<file path="config.mk">
export PLATFORM = sky130hd
export DESIGN_NAME = alu_seq_ctrl
export DESIGN_NICKNAME = d
export VERILOG_FILES = /design/src/rtl/alu_seq_ctrl.sv
export SDC_FILE = /design/constraint.sdc
export NUM_CORES = 1
export LEC_CHECK = 0
export BUFFER_PORTS_ARGS = -buffer_cell sky130_fd_sc_hd__buf_2
export CORE_ASPECT_RATIO = 0.7
export CORE_MARGIN = 4
export CORE_UTILIZATION = 46
export DETAILED_ROUTE_END_ITERATION = 7
export PLACE_DENSITY = 0.72
export SETUP_SLACK_MARGIN = 0.3
export SYNTH_ARGS = -nofsm -noshare
export SYNTH_HDL_FRONTEND = slang
export SYNTH_SLANG_ARGS = --single-unit
</file>
<file path="constraint.sdc">
create_clock -name clk -period 2.4 [get_ports clk]
set_input_delay 0.48 -clock clk [delete_from_list [all_inputs] [get_ports clk]]
set_output_delay 0.48 -clock clk [all_outputs]
set_load 0.02 [all_outputs]
</file>
<file path="src/rtl/alu_seq_ctrl.sv">
// Multi-cycle control sequencer for the 141L 8-bit ALU and register file.
// Each instruction steps FETCH -> DECODE -> EXEC -> WB. HALT ends in DONE and is retired at EXEC.
module alu_seq_ctrl #(
  parameter int              PC_W     = 10,
  parameter logic [PC_W-1:0] START_PC = '0,
  parameter int              CNT_W    = 16
) (
  input  logic             clk,
  input  logic             reset,
  input  logic             start,
  output logic [PC_W-1:0]  imem_addr,
  input  logic [8:0]       instr,
  output logic [2:0]       alu_op,
  output logic [2:0]       ra_addr,
  output logic [2:0]       rb_addr,
  input  logic             taken,
  output logic             rf_we,
  output logic [2:0]       rf_waddr,
  output logic             busy,
  output logic             done,
  output logic [CNT_W-1:0] instr_cnt
);

  typedef enum logic [2:0] {
    S_IDLE, S_FETCH, S_DECODE, S_EXEC, S_WB, S_DONE
  } state_t;

  localparam logic [2:0] OP_HALT = 3'b000;
  localparam logic [2:0] OP_LSF  = 3'b001;
  localparam logic [2:0] OP_POS  = 3'b011;
  localparam logic [2:0] OP_XOR  = 3'b100;
  localparam logic [2:0] OP_BEQ  = 3'b101;

  function automatic logic [2:0] alu_sel(input logic [2:0] op);
    case (op)
      OP_LSF, OP_POS, OP_XOR, OP_BEQ: return op;
      default:                        return 3'b000;
    endcase
  endfunction

  state_t            state_q, state_d;
  logic [PC_W-1:0]   pc_q, pc_d;
  logic [8:0]        ir_q, ir_d;
  logic              tkn_q, tkn_d;
  logic [2:0]        alu_op_q, alu_op_d;
  logic [2:0]        ra_q, ra_d;
  logic [2:0]        rb_q, rb_d;
  logic              we_q, we_d;
  logic [2:0]        wa_q, wa_d;
  logic              busy_q, busy_d;
  logic              done_q, done_d;
  logic [CNT_W-1:0]  cnt_q, cnt_d;

  logic [2:0]        op, fa, fb;
  logic [CNT_W-1:0]  cnt_inc;
  logic [PC_W-1:0]   br_tgt;
  logic              is_br;

  assign op      = ir_q[8:6];
  assign fa      = ir_q[5:3];
  assign fb      = ir_q[2:0];
  assign cnt_inc = (cnt_q == '1) ? cnt_q : cnt_q + CNT_W'(1);
  assign br_tgt  = pc_q + {{(PC_W-3){fb[2]}}, fb};
  assign is_br   = (op == OP_POS) || (op == OP_BEQ);

  always_comb begin
    state_d  = state_q;
    pc_d     = pc_q;
    ir_d     = ir_q;
    tkn_d    = tkn_q;
    alu_op_d = alu_op_q;
    ra_d     = ra_q;
    rb_d     = rb_q;
    we_d     = we_q;
    wa_d     = wa_q;
    busy_d   = busy_q;
    done_d   = done_q;
    cnt_d    = cnt_q;
    case (state_q)
      S_IDLE, S_DONE: begin
        if (start) begin
          state_d = S_FETCH;
          pc_d    = START_PC;
          cnt_d   = '0;
          busy_d  = 1'b1;
          done_d  = 1'b0;
        end
      end
      S_FETCH: state_d = S_DECODE;
      S_DECODE: begin
        // Controls are set up as IR loads so they are stable for all of EXEC.
        ir_d     = instr;
        alu_op_d = alu_sel(instr[8:6]);
        ra_d     = instr[5:3];
        rb_d     = instr[2:0];
        state_d  = S_EXEC;
      end
      S_EXEC: begin
        tkn_d = taken;
        if (op == OP_HALT) begin
          state_d  = S_DONE;
          alu_op_d = 3'b000;
          cnt_d    = cnt_inc;
          busy_d   = 1'b0;
          done_d   = 1'b1;
        end else begin
          state_d = S_WB;
          if ((op == OP_LSF) || (op == OP_XOR)) begin
            we_d = 1'b1;
            wa_d = fa;
          end
        end
      end
      S_WB: begin
        we_d     = 1'b0;
        alu_op_d = 3'b000;
        cnt_d    = cnt_inc;
        pc_d     = (is_br && tkn_q) ? br_tgt : pc_q + PC_W'(1);
        state_d  = S_FETCH;
      end
      default: state_d = S_IDLE;
    endcase
  end

  always_ff @(posedge clk) begin
    if (reset) begin
      state_q  <= S_IDLE;
      pc_q     <= START_PC;
      ir_q     <= '0;
      tkn_q    <= 1'b0;
      alu_op_q <= '0;
      ra_q     <= '0;
      rb_q     <= '0;
      we_q     <= 1'b0;
      wa_q     <= '0;
      busy_q   <= 1'b0;
      done_q   <= 1'b0;
      cnt_q    <= '0;
    end else begin
      state_q  <= state_d;
      pc_q     <= pc_d;
      ir_q     <= ir_d;
      tkn_q    <= tkn_d;
      alu_op_q <= alu_op_d;
      ra_q     <= ra_d;
      rb_q     <= rb_d;
      we_q     <= we_d;
      wa_q     <= wa_d;
      busy_q   <= busy_d;
      done_q   <= done_d;
      cnt_q    <= cnt_d;
    end
  end

  // A reset landing in WB must not let that cycle's write reach the register file.
  assign rf_we     = we_q & ~reset;
  assign imem_addr = pc_q;
  assign alu_op    = alu_op_q;
  assign ra_addr   = ra_q;
  assign rb_addr   = rb_q;
  assign rf_waddr  = wa_q;
  assign busy      = busy_q;
  assign done      = done_q;
  assign instr_cnt = cnt_q;

endmodule

</file>
Yosys cells after proc, flatten, opt, wreduce, memory -nomap -nowiden
Cells that the tools add are included.
{"block": "classes", "reduce_logical": 18, "eq_ne": 18, "bitwise": 3, "n_addsub": 3, "muxes": 22}
{"cell": "$mux 16", "n": 3}
{"cell": "$pmux 16 s3", "n": 1}
{"cell": "$mux 10", "n": 2}
{"cell": "$pmux 10 s2", "n": 1}
{"cell": "$eq 3x3->1 const B", "n": 6}
{"cell": "$add 16x1->16 const B", "n": 1}
{"cell": "$eq 16x16->1 const B", "n": 1}
{"cell": "$pmux 3 s5", "n": 1}
{"cell": "$eq 3x2->1 const B", "n": 4}
{"cell": "$reduce_and 3->1", "n": 4}
{"cell": "$add 10x1->10 const B", "n": 1}
{"cell": "$add 10x10->10", "n": 1}
{"cell": "$eq 3x1->1 const B", "n": 3}
{"cell": "$mux 3", "n": 3}
{"cell": "$pmux 3 s3", "n": 1}
{"cell": "$ne 2x2->1 const B", "n": 4}
{"cell": "$mux 1", "n": 7}
{"cell": "$logic_not 3->1", "n": 2}
{"cell": "$pmux 1 s2", "n": 3}
{"cell": "$reduce_bool 2->1", "n": 3}
{"cell": "$reduce_bool 3->1", "n": 2}
{"cell": "$reduce_and 2->1", "n": 2}
{"cell": "$reduce_or 4->1", "n": 1}
{"cell": "$logic_or 1x1->1", "n": 2}
{"cell": "4 further kinds", "n": 5}
{"block": "word_totals", "register_bits": 54, "elab_cells": 76, "out_inout_bits": 41}

Longest topological paths before layout
{"block": "depth", "word_depth": 5, "mapped_depth": 13, "depth_no_buf": 12}

Worst setup path after synthesis
No wires, ideal clock.
{"block": "synth_path", "path_type": "register -> register", "startpoint": "register ir_q[8]", "endpoint": "register pc_q[8], in the netlist imem_addr[8]", "path_stages_with_launch": 13, "arrival_ps": 2376, "setup_slack_ps": -63, "period_less_slack_ps": 2463, "required_time_ps": 2313, "path_cell_list": "dfxtp_1 buf_2 xnor2_1 or3_1 ha_1 inv_1 fa_1 a211oi_1 o21ai_0 o31a_1 o21a_1 xor2_1 o31ai_1"}
{"block": "synth_between", "elab_chain_cells": 5, "elab_cells_between_ends": 6, "cone_classes": "2 x eq/ne; 2 x mux; 2 x reduce/logical"}
{"element": "from (decl)", "line": "43", "text": "logic [8:0] ir_q, ir_d;"}
{"element": "from (signal assigned)", "line": "142", "text": "ir_q <= ir_d;"}
{"element": "$eq 3x2->1 or $eq 3x3->1 (tied branches)", "line": "64", "text": "assign is_br = (op == OP_POS) || (op == OP_BEQ);"}
{"element": "$logic_or 1x1->1 (*)", "line": "64"}
{"element": "$logic_and 1x1->1 (*)", "line": "118", "text": "pc_d = (is_br && tkn_q) ? br_tgt : pc_q + PC_W'(1);"}
{"element": "$mux 10 (*)", "line": "118"}
{"element": "$pmux 10 s2 (*)", "line": "79", "text": "case (state_q)"}
{"element": "to (signal assigned)", "line": "141", "text": "pc_q <= pc_d;"}
{"element": "to (decl)", "line": "42", "text": "logic [PC_W-1:0] pc_q, pc_d;"}
Mark *: on every way between the ends. The rest lies on a longest branch, timed or not.
A chain may end at the register's enable or synchronous reset.

Worst setup path in the final report
{"block": "layout_path", "startpoint": "register ir_q[7]", "endpoint": "register pc_q[8], in the netlist imem_addr[8]"}
Same word-level chain as after synthesis.

==> metrics <==
Placement Rows 22; WL final 7.05 mm; Initial Util 48.9%; Setup WS post-layout 0.0836 ns; Final setup viols 0; Placeable Area 0.00537 mm2; RePlAce Congestion 0.973; Worst Setup Start Kind register; reg-to-reg slack, setup 0.08 ns; prevailing post-synth register cell dfxtp_1; share of the synthesized area in the top cell type 36.6%; CTS Root Cell clkbuf_8; GR Overflow Total 0; worst-margin pin slew 0.507 ns; DP Wirelength 5.00 mm; Tightest Hold Check Type primary input to register; Max Cap Viol 0; hold_buf cts 0; commonest cells after routing, fill and taps aside nor2_1, buf_2, dfxtp_1; Pwr per Cell Area 508 mW/mm2; vias in the first global route 2,277; syn_area_per_cell 8.20 um2; Area Growth Syn to Fin 28.2%; Post-synth EDFFs 0; die area 0.00700 mm2; clk buf depth 2; Worst Setup End Kind register; routed vias 2,569; CTS Buf Count 5; # nets final 407; CP Max Fanout 4; most common cell after layout, fill and taps aside nor2_1; Async SR Flop Fraction 0%; post-DR wirelength/cell 15.3 um; syn nets 339; DR pass1 iterations 4; ant diodes 0; kind of critical path register to register; drt drc 0; Critical Path AT 2.53 ns; Static Leak 1.38 nW; fmax 0.432 GHz; clk sink count 48; post-route ant nets 0; Slew Limit Fails 0; Final Skew 0.0112 ns; worst ir drop on vdd 0.000281 V; Final Cycle Share 96.5%; Via density 5.57; mapped cell area 0.00262 mm2; pre-CTS WS -0.0312 ns; Die H 71.2 um; Reg clk slew, reported paths 0.09 ns; worst rel slew slack 66.1%; final hold vios 0; final core utilization 62.7%; RSZ-0062 raised after global routing yes; top post-synthesis cells by area dfxtp_1, nor2_1, mux2i_1; register area share after synthesis 36.6%; GR Util All Layers 19.6%; Die Width 98.3 um; First DRT Iteration DRCs 210; flops & latches, synth 48; antenna violations before repair 0; largest net degree at the start of global routing 24; Ys Warns 0; fraction of layout cells with a size suffix above 1 36.5%; WP data required 2.62 ns; port buffer count 53; clock insertion delay at the later pin of the skew report 0.31 ns; CTS tree done; final worst path period need 2.32 ns; Design Power 0.00171 W; first-pass GRT wire length 11.1 mm; status completed; Synth cell types 52; post-synth top area cell dfxtp_1; io pins 54; Syn Inst Count 320; H-tree depth 2
-- critical path: stages (launching register included) --
cell	delay (ns)
dfxtp_4	0.37
xnor2_4	0.15
nor2_1	0.12
nand2_1	0.12
buf_4	0.16
fa_2	0.40
a211oi_2	0.19
o21ai_1	0.10
o31a_1	0.13
o21a_1	0.18
xor2_1	0.14
o31ai_1	0.19
-- worst paths after layout --
path         startpoint      endpoint  cells after the start
min reg2reg        we_q          we_q                      2
max reg2reg     ir_q[7]  imem_addr[8]                     11
max             ir_q[7]  imem_addr[8]                     11
min            instr[1]       ir_q[1]                      3
-- layout make-up --
| class | instances | area, um2 |
|---|---|---|
| Fill cell | 469 | 2000 |
| Multi-Input combinational cell | 242 | 1670 |
| Sequential cell | 48 | 988 |
| Timing Repair Buffer | 83 | 490 |
| Tap cell | 72 | 90.1 |
| Clock buffer | 7 | 86.3 |
| Inverter | 8 | 30.0 |
| Clock inverter | 1 | 7.51 |
-- routing by layer --
metal	part of all wire (%)	global-route usage (%)
met5	0	0
met4	1.7	6.06
met3	8.4	6.11
met2	43	27.6
met1	47	28.5
-- power by group --
part	internal, W	leakage (nW)	switching, W	total, W
logic	0.000144	0.943	0.000197	0.000342
registers	0.000821	0.395	0.0000360	0.000857
clock network	0.000235	0.0445	0.000276	0.000510
total	0.00120	1.38	0.000509	0.00171
-- per-stage QoR --
stage | std cells | hold WS (ns) | instance area, um2 | TNS [ns]
6_report | 461 | 0.402 | 3360 | 0
5_1_grt | 461 | 0.394 | 3360 | -0.0577
4_1_cts | 454 | 0.396 | 3230 | 0
3_5_place_dp | 438 | 0.461 | 3010 | -0.0416
3_3_place_gp | 438 | 0.450 | 3010 | 0
2_1_floorplan | 320 | 0.441 | 2690 | 0
-- flip-flops by register name, indices dropped and copies added, names as in the netlist --
| register | count |
|---|---|
| tkn_q | 1 |
| rf_waddr | 3 |
| alu_op | 3 |
| we_q | 1 |
| busy | 1 |
| state_q | 3 |
| imem_addr | 10 |
| done | 1 |
| ir_q | 9 |
| instr_cnt | 16 |
-- cell families (layout without fill, tap and decap cells) --
group,after synthesis,in the layout,share of synthesized area [%]
simple gates,144,144,27.4
xor+xnor,21,21,7.01
fa+ha+maj,6,6,3.15
flops,48,48,36.6
mux,15,15,5.72
compound gates,56,56,13.3
buf+inv,30,99,6.77
-- cells in the mapped netlist (4+ instances only) --
cell,instances
inv_1,7
or3_1,4
a31oi_1,4
dfxtp_1,48
nand3b_1,4
nand4_1,7
clkbuf_1,7
nor3_1,10
nor3b_1,4
xnor2_1,12
nor2_1,55
mux2i_1,15
nor4_1,5
and3_1,5
a21oi_1,18
xor2_1,9
o21ai_0,15
nand2_1,24
a211oi_1,6
buf_4,7
nand3_1,10
ha_1,5
-- repair_timing --
item,CTS,global route
buffers inserted,8,7
pin swaps,13,15
gates resized for setup,18,24
setup endpoints to repair,15,17
No activity file was read; power rests on OpenSTA's default activity.
